### src/rtl/saida_de_dados_display.sv
// Output I/O stage: captures a signed register value, converts it to sign + 3 BCD
// digits (clamped to 999) and holds the CPU until the operator acknowledges with enter.
module saida_de_dados_display #(
  parameter int LARGURA = 32,
  parameter int ESTAVEL = 4
) (
  input  logic               clock,
  input  logic               reset,
  input  logic               estagioSaidaUC,
  input  logic [LARGURA-1:0] dado,
  input  logic               enter,
  output logic               ocupado,
  output logic               pronto,
  output logic [3:0]         centena,
  output logic [3:0]         dezena,
  output logic [3:0]         unidade,
  output logic               indicaNegativo,
  output logic               estouro
);

  localparam int CW = $clog2(ESTAVEL + 1);
  localparam logic [CW-1:0] LIMITE = CW'(ESTAVEL - 1);

  typedef enum logic [1:0] {OCIOSO, CONVERTE, EXIBE, SOLTA} estado_t;

  estado_t estado_q, estado_d;

  logic          reqAnt_q;
  logic          sinc1_q, sinc2_q, enterDb_q;
  logic [CW-1:0] conta_q;
  logic [9:0]    bin_q;
  logic [11:0]   bcd_q;
  logic [3:0]    iter_q;
  logic          negInt_q, estInt_q;
  logic [3:0]    centena_q, dezena_q, unidade_q;
  logic          indNeg_q, estouro_q;

  logic          pedido, aceita, ultima, virar, aperta, solta;
  logic [10:0]   sat;
  logic [21:0]   deslocado;

  // Magnitude of a two's complement value, clamped to 999; bit 10 flags the clamp.
  function automatic logic [10:0] satura(input logic signed [LARGURA-1:0] v);
    logic [LARGURA-1:0] a;
    a = v[LARGURA-1] ? $unsigned(-v) : $unsigned(v);
    if (a > LARGURA'(999)) return {1'b1, 10'd999};
    return {1'b0, a[9:0]};
  endfunction

  // Double-dabble correction: every BCD nibble >= 5 gets +3 before the shift.
  function automatic logic [11:0] soma3(input logic [11:0] b);
    logic [11:0] r;
    for (int i = 0; i < 3; i++) begin
      r[i*4 +: 4] = (b[i*4 +: 4] >= 4'd5) ? b[i*4 +: 4] + 4'd3 : b[i*4 +: 4];
    end
    return r;
  endfunction

  assign pedido    = estagioSaidaUC & ~reqAnt_q;
  assign aceita    = (estado_q == OCIOSO) & pedido;
  assign ultima    = (estado_q == CONVERTE) && (iter_q == 4'd9);
  assign sat       = satura($signed(dado));
  assign deslocado = {soma3(bcd_q), bin_q} << 1;

  // The debounced level flips on the edge where the counter saturates.
  assign virar  = (sinc2_q != enterDb_q) && (conta_q == LIMITE);
  assign aperta = virar & enterDb_q;
  assign solta  = virar & ~enterDb_q;

  always_ff @(posedge clock or negedge reset) begin
    if (!reset) begin
      estado_q <= OCIOSO;
    end else begin
      estado_q <= estado_d;
    end
  end

  always_comb begin
    estado_d = estado_q;
    ocupado  = 1'b1;
    pronto   = 1'b0;
    unique case (estado_q)
      OCIOSO: begin
        ocupado = 1'b0;
        if (pedido) estado_d = CONVERTE;
      end
      CONVERTE: if (ultima) estado_d = EXIBE;
      EXIBE: begin
        pronto = 1'b1;
        if (aperta) estado_d = SOLTA;
      end
      SOLTA: if (solta) estado_d = OCIOSO;
      default: estado_d = OCIOSO;
    endcase
  end

  always_ff @(posedge clock or negedge reset) begin
    if (!reset) begin
      sinc1_q   <= 1'b1;
      sinc2_q   <= 1'b1;
      enterDb_q <= 1'b1;
      conta_q   <= '0;
    end else begin
      sinc1_q <= enter;
      sinc2_q <= sinc1_q;
      if (sinc2_q == enterDb_q) begin
        conta_q <= '0;
      end else if (conta_q == LIMITE) begin
        enterDb_q <= sinc2_q;
        conta_q   <= '0;
      end else begin
        conta_q <= conta_q + CW'(1);
      end
    end
  end

  // Display registers change only on the last iteration, so digits never flicker.
  always_ff @(posedge clock or negedge reset) begin
    if (!reset) begin
      reqAnt_q  <= 1'b0;
      bin_q     <= '0;
      bcd_q     <= '0;
      iter_q    <= '0;
      negInt_q  <= 1'b0;
      estInt_q  <= 1'b0;
      centena_q <= '0;
      dezena_q  <= '0;
      unidade_q <= '0;
      indNeg_q  <= 1'b0;
      estouro_q <= 1'b0;
    end else begin
      reqAnt_q <= estagioSaidaUC;
      if (aceita) begin
        bin_q    <= sat[9:0];
        bcd_q    <= '0;
        iter_q   <= '0;
        negInt_q <= dado[LARGURA-1] & (sat[9:0] != 10'd0);
        estInt_q <= sat[10];
      end else if (estado_q == CONVERTE) begin
        bcd_q  <= deslocado[21:10];
        bin_q  <= deslocado[9:0];
        iter_q <= iter_q + 4'd1;
        if (ultima) begin
          centena_q <= deslocado[21:18];
          dezena_q  <= deslocado[17:14];
          unidade_q <= deslocado[13:10];
          indNeg_q  <= negInt_q;
          estouro_q <= estInt_q;
        end
      end
    end
  end

  assign centena        = centena_q;
  assign dezena         = dezena_q;
  assign unidade        = unidade_q;
  assign indicaNegativo = indNeg_q;
  assign estouro        = estouro_q;

endmodule
### config.mk
export PLATFORM = sky130hd
export DESIGN_NAME = saida_de_dados_display
export DESIGN_NICKNAME = d
export VERILOG_FILES = /design/src/rtl/saida_de_dados_display.sv
export SDC_FILE = /design/constraint.sdc
export NUM_CORES = 1
export LEC_CHECK = 0
export BUFFER_PORTS_ARGS = -buffer_cell sky130_fd_sc_hd__buf_4
export CAP_MARGIN = 20
export CORE_MARGIN = 10
export CORE_UTILIZATION = 40
export DETAILED_ROUTE_END_ITERATION = 8
export PLACE_DENSITY = 0.61
export RECOVER_POWER = 100
export SLEW_MARGIN = 20
export SYNTH_ARGS = -nofsm -noshare
export SYNTH_HDL_FRONTEND = slang
export SYNTH_SLANG_ARGS = --single-unit
### constraint.sdc
create_clock -name clock -period 2.38 [get_ports clock]
set_input_delay 0.119 -clock clock [delete_from_list [all_inputs] [get_ports clock]]
set_output_delay 0.119 -clock clock [all_outputs]
set_load 0.05 [all_outputs]
**Word level (Yosys, flattened, before mapping)**

Index checks and enable logic that the tools add are counted.

- Reduce and logical (&&, ||, !) cells: 8
- $lt $le $gt $ge: 4
- Multiplexer cells: 22
- Equality and inequality tests: 11
- Bitwise logic cells: 9
- Add/subtract/negate cells: 6

Operators with widths:

| operator | number |
|---|---|
| 32-bit by 10-bit > comparator with 1-bit output (second input constant) | 1 |
| 32-bit two-way mux | 1 |
| 32-bit negator | 1 |
| 12-bit two-way mux | 2 |
| 11-bit two-way mux | 2 |
| 10-bit two-way mux | 2 |
| 4-bit two-way mux | 4 |
| 4-bit by 3-bit greater-or-equal comparator with 1-bit output (second input constant) | 3 |
| 10-bit nonzero test | 1 |
| 3-bit two-way mux | 3 |
| 4-bit by 2-bit adder with 4-bit output (second input constant) | 2 |
| 2-bit two-way mux | 4 |
| 2-bit inequality test (second input constant) | 4 |
| 2-bit case mux with 4 select lines | 1 |
| 1-bit bitwise AND | 5 |
| 4-bit by 1-bit adder with 4-bit output (second input constant) | 1 |
| 2-bit equality test (second input constant) | 2 |
| 4-bit equality test (second input constant) | 1 |
| 1-bit NOT | 4 |
| 4-bit AND reduction | 1 |
| 3-bit by 1-bit adder with 3-bit output (second input constant) | 1 |
| 3-bit by 2-bit adder with 3-bit output (second input constant) | 1 |
| 3-bit by 2-bit equality test with 1-bit output (second input constant) | 1 |
| 1-bit two-way mux | 3 |
| 8 further kinds | 9 |

- Flip-flop bits (word level): 51
- Input port bits: 36
- Output and inout port bits: 16
- Word-level logic and storage cells: 76

**Longest topological paths before layout**

Gate-level depths: netlist of run 1.

- Depth in word-level cells: 7
- Gate-level depth with buffers: 11
- Depth with buffers taken out: 9

**Worst setup path before layout of run 1**

OpenSTA, ideal clock, no wires.

- Path type: input -> register
- From: in dado[0]
- To: reg bin_q[5]
- Path slack: -0.123 ns
- Stages on the path: 10
- Data required time: 2.239 ns
- Data arrival time: 2.362 ns
- Path through: inv_1 -> ha_1 -> or4b_4 -> nor4_4 -> a41oi_1 -> o41ai_2 -> o211ai_1 -> nor4_2 -> buf_4 -> a31oi_1

- Cells in the longest elaborated chain, start to end: 6

RTL lines:

| element | RTL line | source |
|---|---|---|
| start: declaration | 10 | `input logic [LARGURA-1:0] dado,` |
| 32-bit negator | 45 | `a = v[LARGURA-1] ? $unsigned(-v) : $unsigned(v);` |
| 32-bit two-way mux (*) | 45 |  |
| 32-bit by 10-bit > comparator with 1-bit output | 46 | `if (a > LARGURA'(999)) return {1'b1, 10'd999};` |
| 1-bit two-way mux | 46 |  |
| 11-bit two-way mux (*) | 47 | `return {1'b0, a[9:0]};` |
| 10-bit two-way mux (*) | 133 | `if (aceita) begin` |
| end signal: assignment | 134 | `bin_q <= sat[9:0];` |
| end signal: assignment | 141 | `bin_q <= deslocado[9:0];` |
| end: declaration | 31 | `logic [9:0] bin_q;` |

Every way passes the cells marked *; elsewhere a longest branch is shown, timed or not.
A chain may end at the register's enable or synchronous reset.

**Worst setup path after layout of run 1**

- From: in dado[1]
- To: reg bin_q[2]

Same word-level chain as after synthesis.

==> impl_results.md, run 1 <==
* Total number of placement rows at 34
* Gr ovfl total at 0
* Via density per instance at between 5 and 6
* DRC viols at 0
* Count of buffering cells on the critical path with inverters included at 3
* Number of distinct library cells after synthesis at 64
* Global placer's final weighted congestion at 0.860
* Global-route met3 utilization at 2.57%
* Initial antenna violation count at 0
* Starting density of the core at 40.7%
* Die Outline Area at ~0.013 sq mm
* Cts bufs inserted at 5
* Max clock buf depth at 2
* Most area-hungry cell type in the Yosys netlist: dfrtp_1
* Source-to-sink clock delay at the later pin of the worst-skew pair at 0.30 ns
* CTS sink cnt at approximately 50
* Data required time of the worst path at between 2 and 3 ns
* Kind of critical path: in2reg
* Placed instance area at 0.00432 sq mm
* Max stage delay cell, worst path: or4b_4
* Kind of capture point of the worst setup path: flop
* Maximum number of pins on one net before global-route repair at 52
* Cells along the critical path: buf_8 > inv_4 > ha_4 > or4b_4 > nor4_4 > a41oi_2 > o41ai_2 > o211ai_1 > nor4_4 > buf_4 > a31oi_1
* Post-synthesis to final-layout area growth at 27.2%
* Number of synthesized register bits at a little over 50
* Gate count after technology mapping at between 300 and 400
* Clock transition time at the flip-flop clock pins of the worst setup and hold paths at 0.10 ns
* Detailed-routing iteration count for the pre-antenna-repair pass at 6
* Vias in the first global route at approximately 3400
* CP arrival at roughly 2.5 ns
* Global-route wire length before repair at roughly 16000 um
* Nets at roughly 530
* Nets in the synthesized netlist at between 400 and 500
* HPWL reported at the end of detailed placement at ~7100 um
* Maximum level of the CTS H-tree at 2
* Total vias in the final route at roughly 3300
* Critical path launch point type: primary input
* Achievable Freq at approximately 430 MHz
* Leading register cell type out of synthesis: dfrtp_1
* Most frequent CP cell: nor4_4
* Per-instance average area after synthesis at just under 9 sq um
* Family with the most delay on the worst path: simple AND/OR/NAND/NOR gates
* Final Routed Wirelength at 9430 um
* Root buf cell: clkbuf_8
* Number of setup violations in the final report at 0
* Period utilisation layout at a little over nine tenths
* Power density normalized to cell area at 996 mW/mm^2
* TritonCTS clock tree: done
* Busiest metal layer after global routing: met2
* Final hold violation count at 0
* RSZ-0062 raised after global routing: true
* Fraction of post-synthesis cell area in the top cell type by area at 34.0%
* Syn Std Cell Area at 0.00354 sq mm
* Static Leakage at 0.00190 uW
* Total Power Consumption at ~4500 uW
* Antenna diodes at 0
* Place WS at -0.198 ns
* Total non-filler cell area in the finished layout at ~0.0045 sq mm
* Post-layout worst setup margin at ~0.045 ns
* Total GRT Usage at ~14%
* Max VDD drop at about 0.43 mV
* Status: finished clean
* Post-synth ARST share at 100%
* Met2 GRT Util at around 25%
* Portion of the post-synthesis area used by sequential elements at a little over a third
* Width of the die at 114 um
* Share of post-route cells with drive strength above 1 at 25.1%
* Maximum fanout count along the critical path at 6
* Count of synthesis-stage warnings from yosys at 0
* Post-detailed-route count of antenna-violating nets at 0
* Count of input and output buffers at 51
* Chip Height at about 110 um
* Worst-margin pin slew at around 1.2 ns
* Final number of max-transition violations at 0
* Area of the core at 0.00868 sq mm
* Shortest period the worst path allows at 2.34 ns
* Number of enable-type register cells in the synthesized netlist at 0
* Crit path largest cell delay at 0.49 ns
* Number of top-level pins at 52
* Worst rel slew slack at 16.8%
* Largest clock skew in the final design at 0.00582 ns
* Met1 track demand over resource in global routing at between 10% and 20%
* Synth top area cells: dfrtp_1 (34%), ha_1 (5.0%), nor2_1 (4.7%), mux2i_1 (4.2%), a21oi_1 (3.3%)
* Count of routing violations after the opening detailed-route iteration at 189
* Drt wl/cell at around 16 um
* Path class of the lowest-slack min-delay path: in2reg
* Maximum capacitance violations at 0
==> registers in the layout, indices dropped and copies added, names as in the netlist <==
name / flops
sinc2_q: 1
iter_q: 4
dezena: 4
estInt_q: 1
estouro: 1
centena: 4
negInt_q: 1
enterDb_q: 1
bcd_q: 12
bin_q: 10
estado_q: 2
conta_q: 3
reqAnt_q: 1
indicaNegativo: 1
sinc1_q: 1
unidade: 4
==> layout by cell type (no fill, tap or decap), types with 4 or more instances in the layout <==
cell      instances
mux2i_1          15
mux2_2            9
o21ai_0          12
a211oi_1         11
nor3b_1           6
nand2_1          18
nor3_1           17
a31oi_1          14
nand4_1           6
nor2_1           44
xor2_1            4
a21oi_1          23
clkbuf_8          6
ha_1             12
buf_4            74
nor4_1           10
inv_1            19
xnor2_1          11
nor2b_1          10
nand3_1           8
clkbuf_1         15
or3_1             4
dfrtp_1          48
==> worst paths after layout <==
| path | slack (ns) | end | startpoint | cells past startpoint |
|---|---|---|---|---|
| setup / recovery | 0.04 | bin_q[2] | dado[1] | 11 |
| hold / removal | 0.19 | bin_q[0] | dado[0] | 4 |
| setup reg to reg | 0.17 | bin_q[2] | estado_q[1] | 10 |
| hold reg to reg | 0.36 | sinc2_q | sinc1_q | 0 |
| max in group asynchronous | 1.02 | iter_q[0] | reset | 2 |
| min in group asynchronous | 0.61 | dezena[3] | reset | 2 |
==> tightest hold or removal path: stages <==
cell     delay (ns)
buf_8          0.11
inv_4          0.05
buf_4          0.11
a31oi_2        0.07
==> routing by layer <==
layer,part of all wire [%],vias to the layer above
li1,-,1643
met1,43,1565
met2,50,99
met3,5.0,19
met4,1.9,0
met5,0,-
==> what timing repair did <==
| action | CTS | global route |
|---|---|---|
| endpoints found under the setup margin | 0 | 12 |
| gates resized for setup | 0 | 19 |
| hold endpoints to repair | 50 | 0 |
| setup buffers | 0 | 1 |
| hold buffers | 3 | 0 |
==> final cells by class <==
cell class / instances / area [sq um]
multi-input cells: 302 / 2150
inverters: 23 / 91.3
well taps: 108 / 135
repair buffers: 99 / 723
fillers: 882 / 4180
clock buffers: 6 / 82.6
clock inverters: 2 / 38.8
flip-flops and latches: 51 / 1280
==> kinds of logic after synthesis <==
logic type | share of synthesized area [%]
simple gates | 24.5
compound gates | 18.2
flops | 36.2
buf+inv | 4.99
mux | 7.43
xor+xnor | 3.72
fa+ha+maj | 4.95
==> synth_stat cells (3+ instances only) <==
library cell	count
nand2_1	18
nor3_1	19
dfstp_2	3
a211o_1	3
nor2_1	44
nor2b_1	10
nor3b_1	6
nand2b_1	3
or3_1	4
or4_1	3
buf_1	4
a211oi_1	11
nor4_1	11
mux2i_1	15
dfrtp_1	48
ha_1	14
clkbuf_1	15
a31oi_1	15
a21oi_1	23
nand3_1	8
mux2_2	9
and3_1	3
xor2_1	4
nor4_2	3
inv_1	21
o31ai_1	4
o21ai_0	12
o32ai_1	3
xnor2_1	11
nand4_1	6
==> where the power goes <==
part | total, uW | internal (uW) | switching [uW]
Sequential | 1520 | 1260 | 266
Combinational | 2320 | 874 | 1450
Clock | 639 | 346 | 293
Total | 4480 | 2480 | 2000
==> per-stage QoR <==
step                TNS [ns]  utilization [%]  instances  hold slack, ns
finish                     0             51.8        591           0.193
global route         -0.0848             51.8        591           0.208
CTS                        0             51.5        589           0.230
detailed placement     -2.26             49.8        578           0.193
global placement       -1.66             49.8        578           0.189
floorplan                  0                -        397          -0.177
Note: power is estimated with default switching activity, not from simulation.
==> inputs of run 2 (changes only) <==
--- a/config.mk
+++ b/config.mk
@@ -12,5 +12,4 @@
 export DETAILED_ROUTE_END_ITERATION = 8
 export PLACE_DENSITY = 0.61
-export RECOVER_POWER = 100
 export SLEW_MARGIN = 20
 export SYNTH_ARGS = -nofsm -noshare
==> constraint.sdc (replaced) <==
create_clock -name clock -period 2.38 [get_ports clock]
set_input_delay 0.476 -clock clock [delete_from_list [all_inputs] [get_ports clock]]
set_output_delay 0.476 -clock clock [all_outputs]
set_load 0.05 [all_outputs]
==> run 2 against run 1 <==
Against the previous run: setup slack lost 0.21 ns; non-clock buffer count grew 26; clock-buffer cell count shrank 1; clock power shrank 25%; combinational power grew 5%; the flow now finishes with violations (setup timing); sequential power is essentially flat; final cell count grew 4.4%; die area is the same; global-route usage grew 0.21 points; largest cell class unchanged.
==> impl_results.md, run 2 (same netlist as run 1, synthesis figures left out) <==
* Worst-margin pin slew at 0.621 ns (was 1.25 ns)
* Vias in the first global route at 3406 (was 3414)
* Count of routing violations after the opening detailed-route iteration at 78 (was 189)
* Critical path launch point type: primary input (unchanged)
* Failing checks: setup timing
* Gr ovfl total at 0 (unchanged)
* Starting density of the core at 40.7% (unchanged)
* Reg with most FFs: bcd_q (unchanged)
* Total GRT Usage at 14.4% (was 14.2%)
* Kind of capture point of the worst setup path: flop (unchanged)
* Total vias in the final route at 3392 (was 3326)
* Number of buffers inserted for hold repair after clock tree synthesis at 0 (was 3)
* Clock transition time at the flip-flop clock pins of the worst setup and hold paths at 0.09 ns (was 0.10 ns)
* Place WS at -0.535 ns (was -0.198 ns)
* Root buf cell: clkbuf_8 (unchanged)
* Global placer's final weighted congestion at 0.923 (was 0.860)
* Drt wl/cell at 15.0 um (was 16.0 um)
* Source-to-sink clock delay at the later pin of the worst-skew pair at 0.30 ns (about the same)
* Chip Height at 114 um (unchanged)
* Global-route wire length before repair at 16000 um (was 15800 um)
* Area occupied by registers at 0.00128 sq mm (unchanged)
* DRC viols at 0 (unchanged)
* Crit path largest cell delay at 0.38 ns (was 0.49 ns)
* Worst rel slew slack at 58.6% (was 16.8%)
* Detailed-routing iteration count for the pre-antenna-repair pass at 4 (was 6)
* Cts bufs inserted at 5 (unchanged)
* Via density per instance at 5.50 (was 5.63)
* Number of setup violations in the final report at 12 (was 0)
* Die Outline Area at 0.0130 sq mm (unchanged)
* Number of post-CTS setup repair buffers at 0 (unchanged)
* Total number of placement rows at 34 (unchanged)
* Path class of the lowest-slack min-delay path: in2async (was in2reg)
* Max VDD drop at 0.406 mV (was 0.434 mV)
* Static Leakage at 0.00208 uW (was 0.00190 uW)
* Number of top-level pins at 52 (unchanged)
* Count of fill cells added during filler insertion at 820 (was 882)
* Maximum capacitance violations at 0 (unchanged)
* Maximum level of the CTS H-tree at 2 (unchanged)
* Max stage delay cell, worst path: or3_1 (was or4b_4)
* Antenna diodes at 0 (unchanged)
* CP arrival at 2.73 ns (was 2.52 ns)
* HPWL reported at the end of detailed placement at 7300 um (was 7100 um)
* Kind of critical path: in2reg (unchanged)
* Maximum fanout count along the critical path at 6 (unchanged)
* Most frequent cells in the layout: buf_4 (122), dfrtp_1 (48), nor2_1 (43) (was buf_4 (74), dfrtp_1 (48), nor2_1 (44))
* Final Routed Wirelength at 9280 um (was 9430 um)
* Achievable Freq at 393 MHz (was 428 MHz)
* Accumulated negative setup slack at -1.91 ns (was 0 ns)
* Area of the core at 0.00868 sq mm (unchanged)
* Final number of max-transition violations at 0 (unchanged)
* Cells along the critical path: buf_8 > buf_12 > nor4_4 > a41oi_2 > or3_1 > o41ai_2 > o211ai_1 > nor4_2 > buf_4 > a31oi_1 (was buf_8 > inv_4 > ha_4 > or4b_4 > nor4_4 > a41oi_2 > o41ai_2 > o211ai_1 > nor4_4 > buf_4 > a31oi_1)
* Count of input and output buffers at 51 (unchanged)
* Max reg flops at 12 (unchanged)
* Post-detailed-route count of antenna-violating nets at 0 (unchanged)
* Share of the core filled with cells in the final layout at 54.5% (was 51.8%)
* Post-layout worst setup margin at -0.167 ns (was 0.0448 ns)
* Largest registers: bcd_q (12), bin_q (10) (unchanged)
* Period utilisation layout at 107% (was 98.1%)
* CTS sink cnt at 51 (unchanged)
* Post-synthesis to final-layout area growth at 33.9% (was 27.2%)
* Max clock buf depth at 2 (unchanged)
* Status: finished, violations left (was finished clean)
* Nets at 558 (was 532)
* RSZ-0062 raised after global routing: true (unchanged)
* Largest clock skew in the final design at 0.00343 ns (was 0.00582 ns)
* Power density normalized to cell area at 942 mW/mm^2 (was 996 mW/mm^2)
* Initial antenna violation count at 0 (unchanged)
* Final hold violation count at 0 (unchanged)
* Shortest period the worst path allows at 2.55 ns (was 2.34 ns)
* Width of the die at 114 um (unchanged)
* TritonCTS clock tree: done (unchanged)
* Data required time of the worst path at 2.56 ns (was 2.57 ns)
* Area of the multi-input gates at 0.00217 sq mm (was 0.00215 sq mm)
* Maximum number of pins on one net before global-route repair at 52 (unchanged)
* Most frequent standard cell in the layout excluding fill and tap cells: buf_4 (unchanged)
* Share of post-route cells with drive strength above 1 at 34.0% (was 25.1%)
-- run 2: changes by cell type in the layout (fill, tap and decap cells not counted), moves of 3 or more --
cell / change
buf_4: +48
clkbuf_1: -15
clkinv_2: +3
dlygate4sd3_1: -3
-- run 2: worst max-delay path, delay by kind of cell --
family / cells / cell delay [ns]
buffers and inverters: 3 / 0.42
AOI/OAI and AO/OA: 4 / 0.74
and+or+nand+nor: 3 / 1.07
-- run 2: timing repair --
action / in CTS / in global routing
resized for setup: 9 / 3
setup endpoints to repair: 12 / 12
cloned: 1 / 0
pin swaps: 3 / 4
-- run 2: report_power, final --
| group | switching, uW | leakage [uW] | internal [uW] |
|---|---|---|---|
| clock network | 279 | 0.0000477 | 202 |
| logic | 1440 | 0.00141 | 1000 |
| registers | 276 | 0.000625 | 1260 |
| total | 1990 | 0.00208 | 2470 |
-- run 2: area by class of cell --
class / count / share of cell area [%]
multi-input combinational: 302 / 45.9
sequential: 51 / 27.0
clock inverter: 3 / 0.317
clock buffer: 5 / 1.45
timing repair buffer: 125 / 20.5
tap: 108 / 2.85
inverter: 23 / 1.93
-- run 2: routing by layer --
metal	part of all wire, %	vias up	GRT usage (%)
met5	0	-	0
li1	-	1689	-
met3	4.5	13	2.36
met1	46	1618	18.5
met4	1.8	0	5.35
met2	48	72	23.5
-- run 2: path summary, 6_finish.rpt --
| path | depth (start not counted) | to | slack (ns) | startpoint |
|---|---|---|---|---|
| max | 10 | bin_q[1] | -0.17 | dado[0] |
| min | 1 | conta_q[0] | 0.18 | reset |
| max reg2reg | 10 | bin_q[1] | -0.01 | estado_q[1] |
| min reg2reg | 0 | sinc2_q | 0.36 | sinc1_q |
| max in group asynchronous | 1 | reqAnt_q | 1.78 | reset |
| min in group clock | 1 | sinc1_q | 0.27 | enter |
-- run 2: per-stage QoR --
stage / instances / hold slack [ns] / instance area [sq um] / power (uW)
after floorplan: 397 / 0.180 / 3590 / 3270
after global placement: 608 / 0.346 / 4600 / 3920
after detailed placement: 608 / 0.351 / 4600 / 4010
after CTS: 617 / 0.213 / 4720 / 4500
after global routing: 617 / 0.237 / 4730 / 4850
final: 617 / 0.175 / 4730 / 4460
